`src/rtl/logic_unit_pkg.sv`:
```
// -----------------------------------------------------------------------------
// logic_unit_pkg
// Shared definitions for the registered logic unit: operation encoding and
// the width of the operation-select field.
// -----------------------------------------------------------------------------
package logic_unit_pkg;

   localparam int OP_W = 3;

   typedef enum logic [OP_W-1:0] {
      OP_AND  = 3'd0,
      OP_OR   = 3'd1,
      OP_XOR  = 3'd2,
      OP_NAND = 3'd3,
      OP_NOR  = 3'd4,
      OP_XNOR = 3'd5,
      OP_NOT  = 3'd6,
      OP_RSVD = 3'd7
   } op_e;

endpackage

```
`src/rtl/logic_unit_core.sv`:
```
// -----------------------------------------------------------------------------
// logic_unit_core
// Purely combinational bitwise operation stage.
//   a_i      : operand A (WIDTH)
//   b_i      : operand B (WIDTH), ignored for OP_NOT
//   op_i     : operation select (logic_unit_pkg::op_e encoding)
//   result_o : bitwise result (WIDTH); zero for the reserved opcode
//   err_o    : high when op_i is the reserved opcode
// -----------------------------------------------------------------------------
module logic_unit_core
   import logic_unit_pkg::*;
#(
   parameter int WIDTH = 8
) (
   input  logic [WIDTH-1:0] a_i,
   input  logic [WIDTH-1:0] b_i,
   input  logic [OP_W-1:0]  op_i,
   output logic [WIDTH-1:0] result_o,
   output logic             err_o
);

   always_comb begin
      result_o = '0;
      err_o    = 1'b0;
      case (op_e'(op_i))
         OP_AND:  result_o = a_i & b_i;
         OP_OR:   result_o = a_i | b_i;
         OP_XOR:  result_o = a_i ^ b_i;
         OP_NAND: result_o = ~(a_i & b_i);
         OP_NOR:  result_o = ~(a_i | b_i);
         OP_XNOR: result_o = ~(a_i ^ b_i);
         OP_NOT:  result_o = ~a_i;
         default: begin
            result_o = '0;
            err_o    = 1'b1;
         end
      endcase
   end

endmodule

```
`src/rtl/logic_unit_pipe.sv`:
```
// -----------------------------------------------------------------------------
// logic_unit_pipe
// Registered bitwise logic unit with valid/ready handshake on both sides,
// optional accumulator feedback, result status flags and a saturating count
// of accepted operand transfers.
//   clk, rst_n          : clock, async active-low reset
//   in_valid/in_ready   : operand handshake (in_ready combinational)
//   in_a, in_b, in_op   : operands and operation select
//   in_acc, acc_clr     : use accumulator as operand A / clear accumulator
//   out_valid/out_ready : result handshake
//   out_data            : registered result
//   out_zero/ones/parity: status flags of out_data
//   out_err             : result came from the reserved opcode
//   txn_count           : accepted transfers, saturating at all ones
// -----------------------------------------------------------------------------
module logic_unit_pipe
   import logic_unit_pkg::*;
#(
   parameter int WIDTH  = 8,
   parameter int ACC_EN = 1,
   parameter int CNT_W  = 16
) (
   input  logic             clk,
   input  logic             rst_n,
   input  logic             in_valid,
   output logic             in_ready,
   input  logic [WIDTH-1:0] in_a,
   input  logic [WIDTH-1:0] in_b,
   input  logic [OP_W-1:0]  in_op,
   input  logic             in_acc,
   input  logic             acc_clr,
   output logic             out_valid,
   input  logic             out_ready,
   output logic [WIDTH-1:0] out_data,
   output logic             out_zero,
   output logic             out_ones,
   output logic             out_parity,
   output logic             out_err,
   output logic [CNT_W-1:0] txn_count
);

   logic             out_valid_q, out_valid_d;
   logic [WIDTH-1:0] out_data_q,  out_data_d;
   logic             zero_q,      zero_d;
   logic             ones_q,      ones_d;
   logic             parity_q,    parity_d;
   logic             err_q,       err_d;
   logic [WIDTH-1:0] acc_q,       acc_d;
   logic [CNT_W-1:0] cnt_q,       cnt_d;

   logic             accept;
   logic [WIDTH-1:0] op_a;
   logic [WIDTH-1:0] core_result;
   logic             core_err;

   // Single output register with no skid buffer: a new operand can only be
   // taken when the slot is empty or is being drained this cycle.
   assign in_ready = !out_valid_q || out_ready;
   assign accept   = in_valid && in_ready;

   // A clear coinciding with an accumulator-sourced accept wins over the
   // stored value, so operand A becomes zero for that transfer.
   always_comb begin
      op_a = in_a;
      if ((ACC_EN != 0) && in_acc) begin
         op_a = acc_clr ? '0 : acc_q;
      end
   end

   logic_unit_core #(
      .WIDTH (WIDTH)
   ) u_core (
      .a_i      (op_a),
      .b_i      (in_b),
      .op_i     (in_op),
      .result_o (core_result),
      .err_o    (core_err)
   );

   always_comb begin
      out_valid_d = out_valid_q;
      out_data_d  = out_data_q;
      zero_d      = zero_q;
      ones_d      = ones_q;
      parity_d    = parity_q;
      err_d       = err_q;
      acc_d       = acc_q;
      cnt_d       = cnt_q;

      if (accept) begin
         out_valid_d = 1'b1;
         out_data_d  = core_result;
         zero_d      = (core_result == '0);
         ones_d      = &core_result;
         parity_d    = ^core_result;
         err_d       = core_err;
         if (cnt_q != '1) begin
            cnt_d = cnt_q + CNT_W'(1);
         end
      end else if (out_ready) begin
         out_valid_d = 1'b0;
      end

      // The accumulator tracks every accepted result (reserved op yields 0);
      // a clear only takes effect on its own when nothing is accepted.
      if (ACC_EN == 0) begin
         acc_d = '0;
      end else if (accept) begin
         acc_d = core_result;
      end else if (acc_clr) begin
         acc_d = '0;
      end
   end

   always_ff @(posedge clk or negedge rst_n) begin
      if (!rst_n) begin
         out_valid_q <= 1'b0;
         out_data_q  <= '0;
         zero_q      <= 1'b0;
         ones_q      <= 1'b0;
         parity_q    <= 1'b0;
         err_q       <= 1'b0;
         acc_q       <= '0;
         cnt_q       <= '0;
      end else begin
         out_valid_q <= out_valid_d;
         out_data_q  <= out_data_d;
         zero_q      <= zero_d;
         ones_q      <= ones_d;
         parity_q    <= parity_d;
         err_q       <= err_d;
         acc_q       <= acc_d;
         cnt_q       <= cnt_d;
      end
   end

   assign out_valid  = out_valid_q;
   assign out_data   = out_data_q;
   assign out_zero   = zero_q;
   assign out_ones   = ones_q;
   assign out_parity = parity_q;
   assign out_err    = err_q;
   assign txn_count  = cnt_q;

endmodule

```
`config.mk`:
```
export PLATFORM = sky130hd
export DESIGN_NAME = logic_unit_pipe
export DESIGN_NICKNAME = d
export VERILOG_FILES = /design/src/rtl/logic_unit_pkg.sv /design/src/rtl/logic_unit_core.sv /design/src/rtl/logic_unit_pipe.sv
export SDC_FILE = /design/constraint.sdc
export NUM_CORES = 1
export LEC_CHECK = 0
export ABC_CLOCK_PERIOD_IN_PS = 5000
export CORE_ASPECT_RATIO = 1.5
export CORE_UTILIZATION = 30
export CTS_BUF_LIST = sky130_fd_sc_hd__clkbuf_4 sky130_fd_sc_hd__clkbuf_8 sky130_fd_sc_hd__clkbuf_16
export CTS_CLUSTER_DIAMETER = 50
export DETAILED_ROUTE_END_ITERATION = 12
export PLACE_DENSITY = 0.55
export SKIP_LAST_GASP = 1
export SLEW_MARGIN = 20
export SYNTH_ARGS = -nofsm -noshare
export SYNTH_HDL_FRONTEND = slang
export SYNTH_SLANG_ARGS = --single-unit
export TNS_END_PERCENT = 50
```
`constraint.sdc`:
```
create_clock -name clk -period 5 [get_ports clk]
set_input_delay 1 -clock clk [delete_from_list [all_inputs] [get_ports clk]]
set_output_delay 1 -clock clk [all_outputs]
set_load 0.01 [all_outputs]
```
Word-level counts from Yosys, hierarchy flattened:

Cells that the tools add are included.

* bits in registers: 37
* input bits: 25
* logic and storage cells: 40

* mux-type cells: 7
* reduce and logical (&&, ||, !) cells: 10
* equality and inequality tests: 7
* bitwise logic cells: 7
* $add $sub $neg: 1

Operator list (count)
* 8-bit case mux with 7 select lines: 1
* 8-bit NOT: 4
* 8-bit 2-to-1 mux: 3
* 16-bit by 1-bit adder with 16-bit output (second input constant): 1
* 16-bit inequality test (second input constant): 1
* 3-bit equality test (second input constant): 3
* 8-bit AND: 1
* 8-bit logical NOT: 1
* 8-bit bitwise OR: 1
* 8-bit AND reduction: 1
* 8-bit XOR reduction: 1
* 8-bit bitwise XOR: 1
* 7-bit OR reduction: 1
* 3-bit by 2-bit equality test with 1-bit output (second input constant): 2
* 3-bit by 1-bit equality test with 1-bit output (second input constant): 1
* 3-bit logical NOT: 1
* 1-bit 2-to-1 mux: 3
* 2-bit AND reduction: 1
* 2-bit nonzero test: 1
* 1-bit logical AND: 1
* 1-bit logical NOT: 1
* 1-bit logical OR: 1

Longest topological paths before layout:

* word-level depth: 6
* gate-level depth with buffers: 12
* depth with buffers taken out: 11

Hierarchy:

A second synthesis with hierarchy kept.

* cells, all modules: 306
* area, all modules: 2672.6 um2

Modules (own cells, without submodules)
* logic_unit_pipe: sequential area each 925.9 um2, cells each 204, area an instance 1906.8 um2, times used 1
* logic_unit_core: sequential area each 0.0 um2, cells each 102, area an instance 765.7 um2, times used 1

Least setup slack after synthesis:

Ideal clock, no wire load.

* path type: input-to-reg
* start: input port acc_clr
* end: register parity_q, in the netlist out_parity
* buffers on the path: 0
* stages on the path: 10
* path slack: 1.822 ns
* setup time: 0.129 ns
* arrival: 3.049 ns
* data required time: 4.871 ns
* cell sequence: and3b_1 nor2_1 ha_1 and2_1 o311a_1 o311a_4 ha_1 xnor2_1 xnor2_1 o21ai_0

* longest elaborated chain between the ends: 6

Ends and longest elaborated chain
* start, declared: line logic_unit_pipe.sv:31 `input logic acc_clr,`
* 8-bit 2-to-1 mux (*)
* 8-bit 2-to-1 mux (*): line logic_unit_pipe.sv:65 `if ((ACC_EN != 0) && in_acc) begin`
* 8-bit bitwise XOR, or another cell as far along: line logic_unit_core.sv:28, logic_unit_core.sv:31
* 8-bit NOT, on equally long branches: line logic_unit_core.sv:31, logic_unit_core.sv:29, logic_unit_core.sv:30
* 8-bit case mux with 7 select lines (*): line logic_unit_core.sv:25 `case (op_e'(op_i))`
* 8-bit XOR reduction (*): line logic_unit_pipe.sv:95 `parity_d = ^core_result;`
* end signal, assigned: line logic_unit_pipe.sv:130 `parity_q <= parity_d;`
* end, declared: line logic_unit_pipe.sv:46 `logic parity_q, parity_d;`

Every way passes the cells marked *; elsewhere a longest branch is shown, timed or not.
A chain may end at the register's enable or synchronous reset.

Worst setup path in the final report:

* start: input port in_acc
* end: register parity_q, in the netlist out_parity

* longest elaborated chain between the ends: 5

Ends and longest elaborated chain
* start, declared: line logic_unit_pipe.sv:30 `input logic in_acc,`
* 8-bit 2-to-1 mux (*): line logic_unit_pipe.sv:65
* 8-bit bitwise XOR, or another cell as far along: line logic_unit_core.sv:28, logic_unit_core.sv:31
* 8-bit NOT, on equally long branches: line logic_unit_core.sv:31, logic_unit_core.sv:29, logic_unit_core.sv:30
* 8-bit case mux with 7 select lines (*): line logic_unit_core.sv:25
* 8-bit XOR reduction (*): line logic_unit_pipe.sv:95

Marked as above.

==> results.py <==
metrics = {
    "status": {
        "status": "complete, no violations",
    },
    "yosys": {
        "synth-simple-area-share": 0.2615,
        "synth_top_family_by_area": "simple AND/OR/NAND/NOR gates",
        "synth_edf_count": 0,
        "ys_warn_count": 0,
        "synth_top_cell_by_area": "dfrtp_1",
        "yosys.area.top_type_share": 0.3505,
        "syn_inst": 293,
        "synth-seq-area-share": 0.3505,
        "synth-main-ff-cell": "dfrtp_1",
        "synth_cell_type_count": 52,
        "syn-cell-area_sq_um": 2641,
        "async_flop_share": 1.000,
        "synthesis.nets": 335,
        "synthAdderAreaFrac": 0.08053,
        "yosys-top-cells-area": "dfrtp_1 35%, ha_1 8.1%, nand2_1 4.3%",
        "synth.most_common_cell": "dfrtp_1",
        "synth.ff_latch_count": 37,
        "synth_xor_area_frac": 0.04642,
        "synth.top_cells.by_count": "37 x dfrtp_1, 30 x nand2_1, 21 x o21ai_0, 17 x ha_1, 17 x nor2_1",
        "avgSynthCellArea_sq_um": 9.015,
        "synth_compound_area_frac": 0.2165,
        "synthMuxAreaShare": 0.01611,
    },
    "grt": {
        "grt_pass1_vias": 2348,
        "antenna_found_initial": 0,
        "overflow": 0,
        "grt_max_degree": 38,
        "grt_pass1_wl_microns": 11490,
        "grtUsageTotal": 0.1590,
    },
    "clocking": {
        "cts.sink_count": 37,
        "cts_resized": 0,
        "hold_buffers": 0,
        "htreeDepth": 2,
        "cts_tree": "yes",
        "root_buffer": "clkbuf_16",
        "clk_latency_ns": 0.27,
        "clk_pin_slew_worst_paths_ns": 0.06,
        "cts_setup_buffers": 0,
        "clockBufferDepth": 2,
        "cts_inserted_buffers": 5,
    },
    "worst_setup_path": {
        "end_kind": "flop",
        "cp.arrival_ns": 4.17,
        "critPathKind": "primary input to flop",
        "crit_path_start_kind": "primary input",
        "required_ns": 5.13,
        "crit_end": "out_parity$_DFFE_PN0P_",
        "cp_max_fo": 19,
        "reg2regPathDepth": 11,
        "cp-startpoint": "in_acc",
        "r2r-end": "out_parity$_DFFE_PN0P_",
        "rr_startpoint": "acc_q[7]$_DFF_PN0_",
        "reg2reg_slack_ns": 2.26,
    },
    "die": {
        "die_w_microns": 78.61,
        "die_area_sq_um": 9191,
        "ios": 55,
        "fp.dieH_microns": 116.9,
        "core_area_sq_um": 8464,
        "rows": 41,
        "start_util": 0.3120,
    },
    "sta": {
        "tightest_slew_ns": 0.8684,
        "tns_ns": 0,
        "period_minus_slack_ns": 4.038,
        "fin_skew_ns": 0.003179,
        "fin_crit_sh": 0.8076,
        "finalHoldViolCount": 0,
        "timing.slew.headroom": 0.4211,
        "setup_viol": 0,
        "fmax_ghz": 0.2477,
        "maxSlewViolCount": 0,
        "rsz0062_at_grt": "false",
    },
    "layout": {
        "nFillCells": 865,
        "drive_above_1_share": 0.08646,
        "num_antenna_cells": 0,
        "area_growth_pct": 31.98,
        "stdcell_area_sq_um": 3486,
        "nets": 388,
    },
    "place": {
        "gp_congestion": 0.7527,
        "place_area_sq_um": 3292,
        "hpwlAfterDp_microns": 5253,
        "numPortBuffers": 54,
    },
    "routing": {
        "antenna_left": 0,
        "routedWlPerCell_microns": 15.63,
        "vias_per_cell": 5.359,
        "drt_iter0_markers": 84,
        "totalWireLength_microns": 7097,
        "drt-pass1-iter-count": 4,
        "vias": 2433,
        "drc_errors": 0,
    },
    "flow_run": {
        "cap_viol_max_count": 0,
    },
    "worst_hold_path": {
        "whs_path_depth": 2,
        "hold_class": "flop to flop",
    },
    "power": {
        "p_per_area_nw_per_um2": 329.7,
        "cellLeakagePower_nw": 1.578,
        "vdd.ir_drop.worst_mv": 0.2099,
    },
}
[layout by cell type (no fill, tap or decap), types with 5 or more instances in the layout]
cell	instances
a2111oi_0	5
a21oi_1	9
o211a_1	5
xor2_1	10
clkbuf_16	5
o22ai_1	5
and2b_1	5
dfrtp_1	37
ha_1	17
o311ai_0	5
nor3_1	10
nor2_1	17
and2_1	13
or2_2	6
inv_1	6
nand4_1	5
nor2b_1	6
clkdlybuf4s50_1	53
nand2_1	30
a22oi_1	5
o21ai_0	21
[critical path, cell delays in order]
cell and delay, ns:
clkdlybuf4s50_1 0.88, and3b_1 0.31, nor2_1 0.06, ha_1 0.30, and2_1 0.16, o311a_1 0.29, o311a_4 0.41, ha_1 0.31
xnor2_1 0.20, xnor2_1 0.14, o21ai_0 0.09
[cells by family (layout without fill, tap and decap cells)]
group | after synthesis | in the layout
adder cells (fa/ha/maj) | 17 | 17
buffers and inverters | 19 | 73
flip-flops | 37 | 37
AND/OR/NAND/NOR | 122 | 122
XOR/XNOR | 14 | 14
multiplexers | 4 | 4
AO/OA/AOI/OAI | 80 | 80
[flip-flops by register name, summed over array words and instances (netlist names)]
register,cells
txn_count,16
acc_q,8
out_data,8
out_err,1
out_ones,1
out_parity,1
out_valid,1
out_zero,1
[cell type report]
cell class                 instances  area (sq um)  share of cell area
clock inverter                     3         68.82             0.01974
sequential                        37         925.9              0.2656
multi-input combinational        237          1640              0.4706
clock buffer                       5         125.1             0.03589
tap                              107         133.9             0.03841
timing repair buffer              58         565.5              0.1622
inverter                           7         26.28            0.007538
[power by group]
group	internal (mW)	switching [mW]
registers	0.349	0.0497
logic	0.181	0.160
clock network	0.287	0.123
total	0.817	0.333
[how the worst min path moves through the flow]
stage               slack, ns                startpoint                        to
global placement         0.48       out_err$_DFFE_PN0P_       out_err$_DFFE_PN0P_
finish                   0.50       out_err$_DFFE_PN0P_       out_err$_DFFE_PN0P_
floorplan                0.52      out_ones$_DFFE_PN0P_      out_ones$_DFFE_PN0P_
CTS                      0.50       out_err$_DFFE_PN0P_       out_err$_DFFE_PN0P_
global route             0.54  txn_count[9]$_DFFE_PN0P_  txn_count[9]$_DFFE_PN0P_
detailed placement       0.48       out_err$_DFFE_PN0P_       out_err$_DFFE_PN0P_
[per-stage QoR]
step / instances / worst slack (ns) / hold WS, ns / power (mW) / utilization
finish: 454 / 0.9621 / 0.4974 / 1.149 / 0.4118
global route: 454 / 0.7645 / 0.5386 / 1.218 / 0.4118
CTS: 454 / 0.9873 / 0.4959 / 1.169 / 0.4118
detailed placement: 446 / 0.7005 / 0.4830 / 0.7479 / 0.3889
global placement: 446 / 0.7180 / 0.4842 / 0.7449 / 0.3889
floorplan: 293 / 1.822 / 0.5162 / 0.5800 / -
[metal layers]
metal  GRT usage  vias up  share of wire
met5           0        -              0
met2      0.2899       80           0.51
met3     0.02713        6          0.054
met4     0.05432        0          0.011
li1            -     1183              -
met1      0.1868     1164           0.42
Power figures use the tool's default switching activity.
